## config.mk

```make
export PLATFORM = sky130hd
export DESIGN_NAME = vram_write_scheduler
export DESIGN_NICKNAME = d
export VERILOG_FILES = /design/src/rtl/vdp_wrq_pkg.sv /design/src/rtl/vram_wrq_fifo.sv /design/src/rtl/vram_write_scheduler.sv
export SDC_FILE = /design/constraint.sdc
export NUM_CORES = 1
export LEC_CHECK = 0
export CORE_UTILIZATION = 48
export DETAILED_ROUTE_END_ITERATION = 10
export GPL_TIMING_DRIVEN = 0
export PLACE_DENSITY = 0.73
export SYNTH_ARGS = -nofsm -noshare
export SYNTH_HDL_FRONTEND = slang
export SYNTH_SLANG_ARGS = --single-unit
```

## constraint.sdc

```tcl
create_clock -name CLK21M -period 4.3 [get_ports CLK21M]
set_input_delay 1.075 -clock CLK21M [delete_from_list [all_inputs] [get_ports CLK21M]]
set_output_delay 1.075 -clock CLK21M [all_outputs]
set_load 0.02 [all_outputs]
```

## src/rtl/vdp_wrq_pkg.sv

```systemverilog
// Shared types and default sizing for the VRAM write scheduler and its FIFO.
// The entry struct here is the default FIFO element type at the default address width.
package vdp_wrq_pkg;

  localparam int WRQ_DEPTH  = 4;
  localparam int WRQ_ADDR_W = 19;

  typedef enum logic [1:0] {
    IDLE  = 2'd0,
    ISSUE = 2'd1,
    WAIT  = 2'd2
  } wrq_state_t;

  typedef struct packed {
    logic [WRQ_ADDR_W-1:0] addr;
    logic [7:0]            data;
  } wrq_entry_t;

endpackage

```

## src/rtl/vram_wrq_fifo.sv

```systemverilog
// Write-queue storage: DEPTH entries with wrapping pointers, occupancy count and flags.
// The head entry is presented combinationally; clear empties the queue on the next edge.
module vram_wrq_fifo
  import vdp_wrq_pkg::*;
#(
  parameter int  DEPTH   = WRQ_DEPTH,
  parameter type entry_t = wrq_entry_t
) (
  input  logic                     clk,
  input  logic                     rst,
  input  logic                     push,
  input  logic                     pop,
  input  logic                     clear,
  input  entry_t                   wr_entry,
  output entry_t                   rd_entry,
  output logic [$clog2(DEPTH):0]   count,
  output logic                     full,
  output logic                     empty
);

  localparam int PTR_W = $clog2(DEPTH);
  localparam int CNT_W = PTR_W + 1;

  entry_t             mem [DEPTH];
  logic [PTR_W-1:0]   wr_ptr;
  logic [PTR_W-1:0]   rd_ptr;
  logic               do_push;
  logic               do_pop;

  assign full     = (count == CNT_W'(DEPTH));
  assign empty    = (count == '0);
  assign do_push  = push && !full && !clear;
  assign do_pop   = pop && !empty && !clear;
  assign rd_entry = mem[rd_ptr];

  // Storage carries no reset; only the pointers define which slots are valid.
  always_ff @(posedge clk) begin
    if (do_push) begin
      mem[wr_ptr] <= wr_entry;
    end
  end

  always_ff @(posedge clk or posedge rst) begin
    if (rst) begin
      wr_ptr <= '0;
      rd_ptr <= '0;
      count  <= '0;
    end else if (clear) begin
      wr_ptr <= '0;
      rd_ptr <= '0;
      count  <= '0;
    end else begin
      if (do_push) begin
        wr_ptr <= wr_ptr + PTR_W'(1);
      end
      if (do_pop) begin
        rd_ptr <= rd_ptr + PTR_W'(1);
      end
      case ({do_push, do_pop})
        2'b10:   count <= count + CNT_W'(1);
        2'b01:   count <= count - CNT_W'(1);
        default: count <= count;
      endcase
    end
  end

endmodule

```

## src/rtl/vram_write_scheduler.sv

```systemverilog
// Queues CPU VRAM writes and issues them one at a time over a toggle req/ack handshake.
// Define VRAM_WRQ_STATS_EN to build the stall_count cycle counter; otherwise it reads 0.
module vram_write_scheduler
  import vdp_wrq_pkg::*;
#(
  parameter int DEPTH  = WRQ_DEPTH,
  parameter int ADDR_W = WRQ_ADDR_W
) (
  input  logic              CLK21M,
  input  logic              RESET,
  input  logic              cpu_wr_valid,
  input  logic [ADDR_W-1:0] cpu_wr_addr,
  input  logic [7:0]        cpu_wr_data,
  output logic              cpu_wr_ready,
  input  logic              flush,
  output logic              vram_wr_req,
  input  logic              vram_wr_ack,
  output logic [ADDR_W-1:0] vram_wr_addr,
  output logic [7:0]        vram_wr_data,
  output logic              busy,
  output logic              overflow,
  output logic [15:0]       stall_count,
  output wrq_state_t        fsm_state
);

  // Handshake: a request is pending while vram_wr_req != vram_wr_ack. Issuing a
  // write toggles vram_wr_req; the arbiter completes it by copying req onto ack.
  // Address/data are loaded on the issuing edge and held until the next issue.

  typedef struct packed {
    logic [ADDR_W-1:0] addr;
    logic [7:0]        data;
  } entry_t;

  localparam int CNT_W = $clog2(DEPTH) + 1;

  wrq_state_t       state;
  entry_t           push_entry;
  entry_t           head;
  logic [CNT_W-1:0] count;
  logic             full;
  logic             empty;
  logic             pending;
  logic             push;
  logic             pop;

  assign push_entry   = '{addr: cpu_wr_addr, data: cpu_wr_data};
  assign cpu_wr_ready = !full;
  assign pending      = (vram_wr_req != vram_wr_ack);
  assign push         = cpu_wr_valid && !flush;
  // A flush cycle never issues: every entry still queued is discarded instead.
  assign pop          = !flush && !empty &&
                        ((state == ISSUE) || ((state == WAIT) && !pending));
  assign busy         = (count != '0) || (state != IDLE);
  assign fsm_state    = state;

  vram_wrq_fifo #(
    .DEPTH   (DEPTH),
    .entry_t (entry_t)
  ) u_fifo (
    .clk      (CLK21M),
    .rst      (RESET),
    .push     (push),
    .pop      (pop),
    .clear    (flush),
    .wr_entry (push_entry),
    .rd_entry (head),
    .count    (count),
    .full     (full),
    .empty    (empty)
  );

  always_ff @(posedge CLK21M or posedge RESET) begin
    if (RESET) begin
      state        <= IDLE;
      vram_wr_req  <= 1'b0;
      vram_wr_addr <= '1;
      vram_wr_data <= '0;
    end else begin
      case (state)
        IDLE: begin
          if (!empty && !flush) begin
            state <= ISSUE;
          end
        end
        ISSUE, WAIT: begin
          if (pop) begin
            vram_wr_addr <= head.addr;
            vram_wr_data <= head.data;
            vram_wr_req  <= ~vram_wr_req;
            state        <= WAIT;
          end else if ((state == ISSUE) || !pending) begin
            state <= IDLE;
          end
        end
        default: state <= IDLE;
      endcase
    end
  end

  always_ff @(posedge CLK21M or posedge RESET) begin
    if (RESET) begin
      overflow <= 1'b0;
    end else if (flush) begin
      overflow <= 1'b0;
    end else if (cpu_wr_valid && full) begin
      overflow <= 1'b1;
    end
  end

`ifdef VRAM_WRQ_STATS_EN
  logic [15:0] stall_q;

  always_ff @(posedge CLK21M or posedge RESET) begin
    if (RESET) begin
      stall_q <= '0;
    end else if (flush) begin
      stall_q <= '0;
    end else if ((state == WAIT) && pending && (stall_q != 16'hFFFF)) begin
      stall_q <= stall_q + 16'd1;
    end
  end

  assign stall_count = stall_q;
`else
  assign stall_count = '0;
`endif

endmodule

```

Word-level counts from Yosys, hierarchy flattened:

Memory sizes are Yosys's and may differ from the RTL's. A register that Yosys moved wholly into a read port is not among the register bits.
Index checks and enable logic that the tools add are counted.

* register bits after elaboration: 11
* bits in writable memories: 108
* bits of input ports: 32
* output and inout port bits: 49
* logic and storage cells: 61
* memories: 1

* add/sub/neg operators: 4
* equal/unequal tests: 8
* multiplexer cells: 14
* bitwise gates (word level): 1
* reductions and logical operators: 27

Memories
* u_fifo.mem: depth 4, width 27, rd ports 1, clocked after Yosys merged registers in 1, write ports 1, RTL line vram_wrq_fifo.sv:24 `entry_t mem [DEPTH];`

Operator list (number)
* 2-to-1 mux 2 bit: 7
* logical AND 1 bit: 9
* nonzero test 2 bit: 4
* one-hot mux 3 bit (2 select lines): 1
* nonzero test 3 bit: 2
* adder 2 x 1 -> 2 bit, second input constant: 2
* equality test 2 x 1 -> 1 bit, second input constant: 2
* equality test 2 bit, second input constant: 2
* logical NOT 1 bit: 4
* 2-to-1 mux 1 bit: 4
* one-hot mux 2 bit (2 select lines): 1
* AND reduction 2 bit: 2
* adder 3 x 1 -> 3 bit, second input constant: 1
* equality test 3 bit, second input constant: 1
* logical NOT 3 bit: 1
* logical OR 1 bit: 3
* 2-to-1 mux 3 bit: 1
* != test 3 x 2 -> 1 bit, second input constant: 1
* subtractor 3 x 1 -> 3 bit, second input constant: 1
* logical NOT 2 bit: 1
* != test 2 bit, second input constant: 1
* OR reduction 2 bit: 1
* != test 1 bit: 1
* inverter 1 bit: 1

Longest topological paths before layout:

Gate-level depths: netlist of the first run.

* depth after elaboration: 10
* depth in mapped cells: 9
* gate-level depth less buffers: 9

By module:

From an unflattened synthesis of the first run, not the netlist that was laid out.

* cells, all modules: 311
* area total of the unflattened synthesis: 5977.0 um^2

By module, submodules not included
* vram_wrq_fifo: instances 1, cells an instance 208, area an instance 4474.3 um^2, sequential area each 3418.3 um^2
* vram_write_scheduler: instances 1, cells an instance 103, area an instance 1502.7 um^2, sequential area each 799.5 um^2

Worst setup path before layout of the first run:

Ideal clock, no wire load.

* path kind: input-to-reg
* start point: input port vram_wr_ack
* end point: register u_fifo.count[2]
* library setup time: 0.125 ns
* arrival time: 2.589 ns
* data required time: 4.175 ns
* path slack: 1.587 ns
* stages on the path: 8
* buffers on the path: 0
* cell sequence: xnor2_2 a21oi_2 nor3_4 and2_1 fa_1 and3_1 mux2i_1 mux2_2

* longest elaborated chain between the ends: 10
* elaborated cells on any way between the ends: 12
* those cells by class: eq/ne (3); mux (2); reduce/logical (7)

Ends and longest elaborated chain
* from (decl): RTL line vram_write_scheduler.sv:17 `input logic vram_wr_ack,`
* != test 1 bit *: RTL line vram_write_scheduler.sv:49 `assign pending = (vram_wr_req != vram_wr_ack);`
* logical NOT 1 bit *: RTL line vram_write_scheduler.sv:53 `((state == ISSUE) || ((state == WAIT) && !pending));`
* logical AND 1 bit *: RTL line vram_write_scheduler.sv:53
* logical OR 1 bit *: RTL line vram_write_scheduler.sv:53
* logical AND 1 bit *: RTL line vram_write_scheduler.sv:52 `assign pop = !flush && !empty &&`
* logical AND 1 bit * (2 in series): RTL line vram_wrq_fifo.sv:33 `assign do_pop = pop && !empty && !clear;`
* equality test 2 x 1 -> 1 bit / equality test 2 bit (equally long branches): RTL line vram_wrq_fifo.sv:59 `case ({do_push, do_pop})`
* one-hot mux 3 bit (2 select lines): RTL line vram_wrq_fifo.sv:59
* 2-to-1 mux 3 bit: RTL line vram_wrq_fifo.sv:48 `end else if (clear) begin`
* to (signal assigned): RTL line vram_wrq_fifo.sv:60 `2'b10: count <= count + CNT_W'(1);`
* to (signal assigned): RTL line vram_wrq_fifo.sv:61 `2'b01: count <= count - CNT_W'(1);`
* to (signal assigned): RTL line vram_wrq_fifo.sv:62 `default: count <= count;`
* to (decl): RTL line vram_wrq_fifo.sv:16 `output logic [$clog2(DEPTH):0] count,`

Mark *: on every way between the ends. The rest lies on a longest branch, timed or not.
A chain may end at the register's enable or synchronous reset.

Worst setup path after layout of the first run:

Same ends and word-level chain as after synthesis.

==> results of run 1 <==
[critical path, cell delays in order]
cell and delay [ns]:
clkdlybuf4s50_1 0.44, xnor2_2 0.26, a21oi_2 0.11, nor3_4 0.37, and2_1 0.21, fa_1 0.19, a21oi_1 0.05, mux2i_1 0.15
mux2_2 0.34
[synth_stat cells, types with 2 or more instances]
cell type  instances
a21oi_1            3
and2_1             5
buf_12             2
buf_4             16
clkbuf_1           5
dfrtp_1           19
dfstp_2           19
edfxtp_1         108
ha_1               7
inv_1              5
mux2_2            11
mux2_4            19
mux2i_1            3
mux4_2            27
nand2_1            4
nand2b_1           2
nor2_1            11
nor2b_1            2
nor3_4             2
xor2_1             2
[state kept, by name (all words and copies together) (netlist names)]
register and flops:
vram_wr_req 1, u_fifo.rd_ptr 2, vram_wr_data 8, vram_wr_addr 19, fsm_state 2, u_fifo.wr_ptr 2
u_fifo.mem 108, u_fifo.count 3, overflow 1
[stage by stage]
step	util (%)	hold slack (ns)	power [mW]
6_report	61.62	0.5141	4.608
4_1_cts	61.62	0.5167	4.655
5_1_grt	61.62	0.5504	4.798
3_5_place_dp	56.47	0.4993	3.118
2_1_floorplan	-	0.5420	2.663
3_3_place_gp	56.43	0.4946	3.083
[final timing paths]
kind	depth (start not counted)	from	slack, ns	endpoint
min in group asynchronous	2	RESET	1.17	fsm_state[1]
max in group asynchronous	2	RESET	2.58	u_fifo.rd_ptr[1]
setup reg to reg	9	fsm_state[1]	2.00	u_fifo.count[2]
hold / removal	2	overflow	0.51	overflow
hold reg to reg	2	overflow	0.51	overflow
setup / recovery	9	vram_wr_ack	1.39	u_fifo.count[2]
[cells by family after synthesis]
| family | after synthesis | share of synthesized area, % |
|---|---|---|
| simple gates | 30 | 2.942 |
| mux | 60 | 17.84 |
| fa+ha+maj | 8 | 1.833 |
| other cells | 1 | 0.06389 |
| xor+xnor | 4 | 0.7249 |
| compound gates | 9 | 1.023 |
| buf+inv | 31 | 3.709 |
| flops | 146 | 71.86 |
[power breakdown]
group	leakage [nW]	switching [mW]	internal (mW)	total (mW)
sequential	1.43	0.125	1.78	1.90
clock	0.293	0.557	0.970	1.53
combinational	0.937	0.537	0.641	1.18
total	2.66	1.22	3.39	4.61
[final cells by class]
type	count	area (sq um)
repair buffers	64	640.6
plain buffers	26	198.9
well taps	147	183.9
inverters	5	18.77
flip-flops and latches	146	4218
fillers	881	4591
multi-input cells	127	1495
clock inverters	13	182.7
clock buffers	19	432.9
[routing by layer]
| layer | wire length [um] | share of wire (%) | track usage [%] |
|---|---|---|---|
| met5 | 0 | 0 | 0 |
| met4 | 122 | 1.2 | 7.200 |
| met3 | 467 | 4.7 | 5.292 |
| met2 | 5144 | 52 | 27.45 |
| met1 | 4243 | 43 | 23.21 |
==> impl_metrics.env, run 1 <==
export IMPL_fin_ws_ns=1.390
export IMPL_io_pins=81
export IMPL_wire_per_inst_um=18.24
export IMPL_avgSynthCellArea_sq_um=20.31
export IMPL_synth_distinct_cells=37
export IMPL_grt_max_degree=39
export IMPL_dpl_cell_area_sq_um=6755
export IMPL_vias=2829
export IMPL_worst_pin_slew_ns=0.8692
export IMPL_async_reset_ff_share_pct=26.03
export IMPL_final_layout_size_suffix_gt1_share_pct=33.75
export IMPL_cts_max_level=4
export IMPL_gp_congestion=0.7203
export IMPL_drv_slew=0
export IMPL_layout_common_cells="edfxtp_1, clkdlybuf4s50_1, mux4_2"
export IMPL_fin_nets=427
export IMPL_hold_violations=0
export IMPL_slew_headroom_pct=42.05
export IMPL_die_w_um=112.6
export IMPL_syn2layout_area_growth_pct=25.58
export IMPL_n_antenna_cell=0
export IMPL_status="finished clean"
export IMPL_powerDensity_nw_per_um2=625.2
export IMPL_required_ns=4.60
export IMPL_ant_nets=0
export IMPL_critical_path_arrival_ns=3.21
export IMPL_seq_area_frac_synth_pct=71.86
export IMPL_die_h_um=112.6
export IMPL_die_area_sq_um=12670
export IMPL_maxCapViolations=0
export IMPL_max_vdd_ir_drop_mv=0.3522
export IMPL_start_util_pct=49.07
export IMPL_start_kind="input pin"
export IMPL_netlist_area_sq_um=5869
export IMPL_io_buffers=64
export IMPL_synth_edf_count=108
export IMPL_ys_warn_count=0
export IMPL_max_freq_ghz=0.3437
export IMPL_power_leakage_nw=2.659
export IMPL_rsz0062_at_grt="no"
export IMPL_worstSetupEndpointType="flop"
export IMPL_track_usage_pct=17.58
export IMPL_viasPerCell=5.172
export IMPL_clockBufferDepth=2
export IMPL_worstSkewPairLatency_ns=0.42
export IMPL_drcViolationCount=0
export IMPL_wirelength_mm=9.977
export IMPL_post_dp_hpwl_mm=5.915
export IMPL_period_minus_slack_ns=2.910
export IMPL_place_ws_ns=0.9849
export IMPL_critical_path_peak_fanout=9
export IMPL_hp_class="flop to flop"
export IMPL_drt_iter0_drc=165
export IMPL_grt_pass1_wl_mm=15.92
export IMPL_crit_type="input pin to flop"
export IMPL_core_area_sq_um=11960
export IMPL_yosys_top_cells_area="edfxtp_1, mux4_2, dfstp_2, dfrtp_1, mux2_4"
export IMPL_root_buffer="clkbuf_16"
export IMPL_overflow=0
export IMPL_synth_top_cell_by_area="edfxtp_1"
export IMPL_netlist_instances=289
export IMPL_layout_commonest_cell="edfxtp_1"
export IMPL_numCtsBuffers=17
export IMPL_antenna_found_initial=0
export IMPL_design_area_sq_um=7371
export IMPL_dr_pass1_iters=4
export IMPL_cts_tree="yes"
export IMPL_fin_cells=547
export IMPL_cts_sinks=146
export IMPL_fin_crit_sh_pct=67.66
export IMPL_grt_pass1_vias=2945
export IMPL_setup_violations=0
export IMPL_synthDominantCellAreaShare_pct=55.25
export IMPL_worst_clock_skew_ns=0.007776
export IMPL_num_rows=40
export IMPL_tns_ns=0
export IMPL_cts_resized_gates=0
export IMPL_ys_ff_latch=146
export IMPL_cts_reportedPaths_clkPinSlew_ns=0.06
export IMPL_cts_setup_buffers=0
export IMPL_synth_flop_cell="edfxtp_1"
export IMPL_placed_cells=515
export IMPL_cts_hold_buf=0
Power figures use the tool's default switching activity.
==> inputs of run 2 (changes only) <==
==> constraint.sdc (replaced) <==
create_clock -name CLK21M -period 3 [get_ports CLK21M]
set_input_delay 0.75 -clock CLK21M [delete_from_list [all_inputs] [get_ports CLK21M]]
set_output_delay 0.75 -clock CLK21M [all_outputs]
set_load 0.02 [all_outputs]
==> results of run 2 <==
Same layout as run 1 (identical final DEF). Status: finished clean.
Main changes from that run: setup slack after placement 0.9849 ns -> 0.009941 ns; setup slack after layout 1.390 ns -> 0.4155 ns; register-to-register setup slack 2.00 ns -> 0.70 ns; total power 4.608 mW -> 6.605 mW; worst IR drop on VDD 0.3522 mV -> 0.5048 mV
==> inputs of run 3 (changes only) <==
--- a/config.mk
+++ b/config.mk
@@ -5,6 +5,7 @@
 export SDC_FILE = /design/constraint.sdc
 export NUM_CORES = 1
 export LEC_CHECK = 0
+export CAP_MARGIN = 20
 export CORE_UTILIZATION = 48
 export DETAILED_ROUTE_END_ITERATION = 10
 export GPL_TIMING_DRIVEN = 0
==> results of run 3 <==
Same layout as run 1 (identical final DEF). Status: finished clean.
Main changes from that run: setup slack after placement 0.9849 ns -> 0.009941 ns; setup slack after layout 1.390 ns -> 0.4155 ns; register-to-register setup slack 2.00 ns -> 0.70 ns; total power 4.608 mW -> 6.605 mW; worst IR drop on VDD 0.3522 mV -> 0.5048 mV
